### src/rtl/read_buffer_pkg.sv
// -----------------------------------------------------------------------------
// read_buffer_pkg
//   Shared constants for the line-unpacking stage that sits between the AXI
//   read-data channel and the element FIFOs of the PageRank engine.
//
//   LINE_W   : default memory line width in bits
//   WORD_W   : default element width in bits
//   IDX_W    : width of the element index (base / bounds / pointer)
//   ELEMS()  : number of elements of a given width in a LINE_W line
// -----------------------------------------------------------------------------
package read_buffer_pkg;

    localparam int LINE_W = 512;
    localparam int WORD_W = 64;
    localparam int IDX_W  = 8;

    function automatic int ELEMS(input int width);
        return LINE_W / width;
    endfunction

endpackage : read_buffer_pkg

### src/rtl/read_buffer.sv
// -----------------------------------------------------------------------------
// read_buffer
//   Captures one FULL_WIDTH-bit memory line when the read-data qualifier fires
//   and then emits the elements [base, min(bounds, N)) one per cycle, MSB-first,
//   whenever the downstream FIFO can accept data.
//
// Parameters
//   FULL_WIDTH : line width in bits
//   WIDTH      : element width in bits; N = FULL_WIDTH/WIDTH must be 1..255
//
// Ports
//   clk        in   rising-edge clock
//   rst        in   asynchronous active-high reset
//   rready     in   line-capture strobe (rvalid & matching rid)
//   rdata      in   line data, sampled when rready=1
//   odata_req  in   downstream can accept an element
//   base       in   first element index to emit, sampled with rdata
//   bounds     in   exclusive end index, sampled with rdata
//   oready     out  one-cycle valid for odata
//   odata      out  element data (holds its last value while oready=0)
// -----------------------------------------------------------------------------
module read_buffer
    import read_buffer_pkg::*;
#(
    parameter int FULL_WIDTH = LINE_W,
    parameter int WIDTH      = WORD_W
) (
    input  logic                  clk,
    input  logic                  rst,
    input  logic                  rready,
    input  logic [FULL_WIDTH-1:0] rdata,
    input  logic                  odata_req,
    input  logic [IDX_W-1:0]      base,
    input  logic [IDX_W-1:0]      bounds,
    output logic                  oready,
    output logic [WIDTH-1:0]      odata
);

    localparam int               N     = FULL_WIDTH / WIDTH;
    localparam logic [IDX_W-1:0] N_IDX = IDX_W'(N);

    logic [FULL_WIDTH-1:0] r_line;
    logic [IDX_W-1:0]      r_ptr;
    logic [IDX_W-1:0]      r_end;
    logic                  r_oready;
    logic [WIDTH-1:0]      r_odata;

    logic [WIDTH-1:0]      w_elems [N];
    logic [WIDTH-1:0]      w_sel;
    logic [IDX_W-1:0]      w_end_clamped;
    logic                  w_draining;
    logic                  w_emit;

    // Element 0 lives in the top bits of the line.
    generate
        for (genvar gi = 0; gi < N; gi++) begin : g_elem
            assign w_elems[gi] = r_line[FULL_WIDTH-1-WIDTH*gi -: WIDTH];
        end
    endgenerate

    // Pointer-driven element mux. Pointer values >= N only occur when the
    // block is idle, where the selected value is never used.
    always_comb begin
        w_sel = '0;
        for (int i = 0; i < N; i++) begin
            if (r_ptr == IDX_W'(i)) begin
                w_sel = w_elems[i];
            end
        end
    end

    // Requests past the end of the line are clamped to the line length.
    assign w_end_clamped = (bounds < N_IDX) ? bounds : N_IDX;

    assign w_draining = (r_ptr < r_end);

    // A capture on the same edge takes priority over emission.
    assign w_emit = !rready && w_draining && odata_req;

    always_ff @(posedge clk or posedge rst) begin
        if (rst) begin
            r_line   <= '0;
            r_ptr    <= '0;
            r_end    <= '0;
            r_oready <= 1'b0;
            r_odata  <= '0;
        end else if (rready) begin
            // New line replaces whatever was left of the previous one.
            r_line   <= rdata;
            r_ptr    <= base;
            r_end    <= w_end_clamped;
            r_oready <= 1'b0;
        end else if (w_emit) begin
            r_oready <= 1'b1;
            r_odata  <= w_sel;
            r_ptr    <= r_ptr + 1'b1;
        end else begin
            r_oready <= 1'b0;
        end
    end

    assign oready = r_oready;
    assign odata  = r_odata;

endmodule : read_buffer

### config.mk
export PLATFORM = sky130hd
export DESIGN_NAME = read_buffer
export DESIGN_NICKNAME = d
export VERILOG_FILES = /design/src/rtl/read_buffer_pkg.sv /design/src/rtl/read_buffer.sv
export SDC_FILE = /design/constraint.sdc
export NUM_CORES = 1
export LEC_CHECK = 0
export BUFFER_PORTS_ARGS = -buffer_cell sky130_fd_sc_hd__clkbuf_2
export CORE_MARGIN = 5
export CORE_UTILIZATION = 40
export CTS_CLUSTER_DIAMETER = 100
export DETAILED_ROUTE_END_ITERATION = 7
export GPL_ROUTABILITY_DRIVEN = 0
export GPL_TIMING_DRIVEN = 0
export SYNTH_ARGS = -nofsm -noshare
export SYNTH_HDL_FRONTEND = slang
export SYNTH_SLANG_ARGS = --single-unit
### constraint.sdc
create_clock -name clk -period 28.6 [get_ports clk]
set_clock_uncertainty 0.1 [all_clocks]
set_input_delay 5.72 -clock clk [delete_from_list [all_inputs] [get_ports clk]]
set_output_delay 5.72 -clock clk [all_outputs]
set_load 0.01 [all_outputs]
==> impl_metrics.ini <==
[final_layout]
final_cells = 3757
final_util_pct = 50.18
nNetsFinal = 3355
drive_above_1_share_pct = 42.95
multiInputGateArea_um2 = 10740
area_growth_pct = 24.64
regArea_um2 = 14840
fill_cells = 6011

[power]
combPwrFrac_pct = 16.9
cellPowerDensity_nw_per_um2 = 68.00
p_sw_w = 0.0006396
pwr-share-seq_pct = 43.3
irDropWorstVdd_uv = 40.12
power.share.clock_pct = 39.8
power.leakage_nw = 14.35
swShare_pct = 28.56
intPower_w = 0.001600

[floorplanning]
die_w_um = 267.0
die_y_um = 267.0
coreArea_um2 = 65630
pin_count = 597
fp.dieArea_um2 = 71300
rows = 94
initial_core_util_pct = 40.27

[placed_design]
io_buffers = 595
dpl.hpwl_mm = 85.36
dp.cells = 3605

[logic_synthesis]
ys_ff_latch = 593
synth_edf_count = 0
synthesis.area_um2 = 26430
yosysTopAreaCellShare_pct = 56.16
yosysMostFrequentCell = dfrtp_1
ys.flop_type = dfrtp_1
synth_cell_type_count = 62
syn_area_per_cell_um2 = 12.34
synth_seq_area_share_pct = 56.16
ys_top_cells_by_area = dfrtp_1 56%, mux2_2 21%, nand2_1 2.4%
yosysWarningCount = 0
synth_commonest_cells = 593 x dfrtp_1, 498 x mux2_2, 167 x nand2_1
yosys.area.top_type = dfrtp_1
async_flop_share_pct = 100.0
synth_nets = 2685
syn_inst = 2142

[timing]
maxSlewHeadroom_pct = 11.36
hold_viol_final = 0
rsz0062_at_grt = no
maxSlewViolCount = 0
period_share_pct = 27.38
setup_violations = 0
period_minus_slack_ns = 7.831
worstMarginPinSlew_ns = 1.330
max_freq_mhz = 127.7

[clock_tree]
cts_buffers = 69
path_clk_slew_ns = 0.06
h-tree-depth = 3
cts.sinks = 593
cts_resized = 0
tritoncts = built
clockBufferDepth = 3
clockRootBuffer = clkbuf_16
cts_hold_buf = 0
insertion_delay_ns = 0.62
post_cts_buffers = 0

[routing]
post_drt_wl_per_cell_um = 29.70
ant_nets = 0
first_iter_violations = 2017
viasPerCell = 5.829
drc = 0
wirelength_mm = 111.6
drtPass1Iterations = 7
vias = 21899

[worst_setup_path]
crit_chain = buf_2 > clkbuf_1 > clkbuf_1 > clkbuf_1 > mux2_2
worstSetupPathType = in2reg
crit_family = buffers and inverters
cp_slowest_cell = clkbuf_1
rr_worst_depth = 9
worstPathMaxFanout = 10
worst-path-stages = 5
max_stage_delay_ns = 0.92
worstPathRequired_ns = 28.98
worst_setup_path_start_kind = input pin
end_kind = flop
critPathBufInv = 4
arrival_ns = 8.21
worst_path_most_repeated_cell = clkbuf_1

[hold_path]
hp-class = reg2reg
holdPathStages = 2

[outcome]
status = completed

[run]
cap_violations = 0

[global_routing]
antenna_found_initial = 41
grt_pass1_wl_mm = 158.8
grt-ovfl-total = 0
track_usage_pct = 30.47
grt_max_degree = 130
grt_pass1_vias = 23395
-- placed cells by master (no fill, tap or decap), types with 27 or more instances in the layout --
cell / count
o221ai_1: 34
o211ai_1: 42
a221oi_1: 62
clkbuf_1: 174
a22oi_1: 60
nand2_1: 167
clkbuf_2: 595
nor2_1: 55
mux2_2: 498
nand3_1: 61
o21ai_0: 91
clkbuf_16: 72
o31ai_1: 44
diode_2: 29
a21oi_1: 64
dfrtp_1: 593
inv_1: 27
-- path summary, 6_finish.rpt --
kind | start | to | slack (ns)
min reg2reg | r_end[5] | r_end[5] | 0.38
max reg2reg | r_ptr[1] | odata[39] | 24.12
min in group asynchronous | rst | r_line[10] | 5.21
max in group asynchronous | rst | r_line[309] | 21.42
min | r_end[5] | r_end[5] | 0.38
max | rready | r_line[254] | 20.77
-- logic make-up after synthesis --
family	synth area share [%]
compound gates	12.99
flops	56.16
mux	21.34
buf+inv	3.196
simple gates	5.796
fa+ha+maj	0.5208
-- power groups by stage --
stage	registers (W)	clock network (W)	logic [W]
final	0.000969	0.000892	0.000379
after global routing	0.000977	0.000936	0.000406
after CTS	0.000968	0.000901	0.000379
after detailed placement	0.000982	0	0.000378
after global placement	0.000981	0	0.000367
after floorplan	0.000970	0	0.000210
-- per-stage QoR --
| step | worst slack (ns) | area [µm²] | TNS (ns) | hold WS (ns) | power (W) |
|---|---|---|---|---|---|
| 6_report | 20.77 | 32940 | 0 | 0.3832 | 0.002240 |
| 5_1_grt | 20.69 | 32900 | 0 | 0.4103 | 0.002318 |
| 4_1_cts | 20.73 | 32860 | 0 | 0.3848 | 0.002248 |
| 3_5_place_dp | 20.09 | 30600 | 0 | 0.3727 | 0.001360 |
| 3_3_place_gp | -0.08610 | 30480 | -9.621 | 0.3624 | 0.001348 |
| 2_1_floorplan | 6.184 | 26430 | 0 | 0.3483 | 0.001180 |
-- sequential cells by signal, indices dropped and copies added, names as in the netlist --
signal  flops
odata      64
oready      1
r_end       8
r_line    512
r_ptr       8
-- tightest hold or removal path, cell delays in order (launching register included) --
cell and delay [ns]:
dfrtp_1 0.32, inv_1 0.05, nor2_1 0.07
-- area by class of cell --
cell class | count | share of cell area, %
buffer | 186 | 2.234
inverter | 29 | 0.3533
tap | 864 | 3.282
timing repair buffer | 599 | 9.376
clock buffer | 111 | 6.371
multi-input combinational | 1334 | 32.61
sequential | 593 | 45.06
antenna | 29 | 0.2203
clock inverter | 12 | 0.4939
-- metal layers --
metal  part of all wire [%]  wire length (µm)  vias up  track usage (%)
met5                   0.21               238        -                0
met4                    4.8              5354       34            13.66
met3                    8.4              9368      273            8.315
met2                     48             53370     1055            50.17
met1                     39             43260    11236            37.71
li1                       -                 -     9301                -
(Power assumes the default switching activity.)
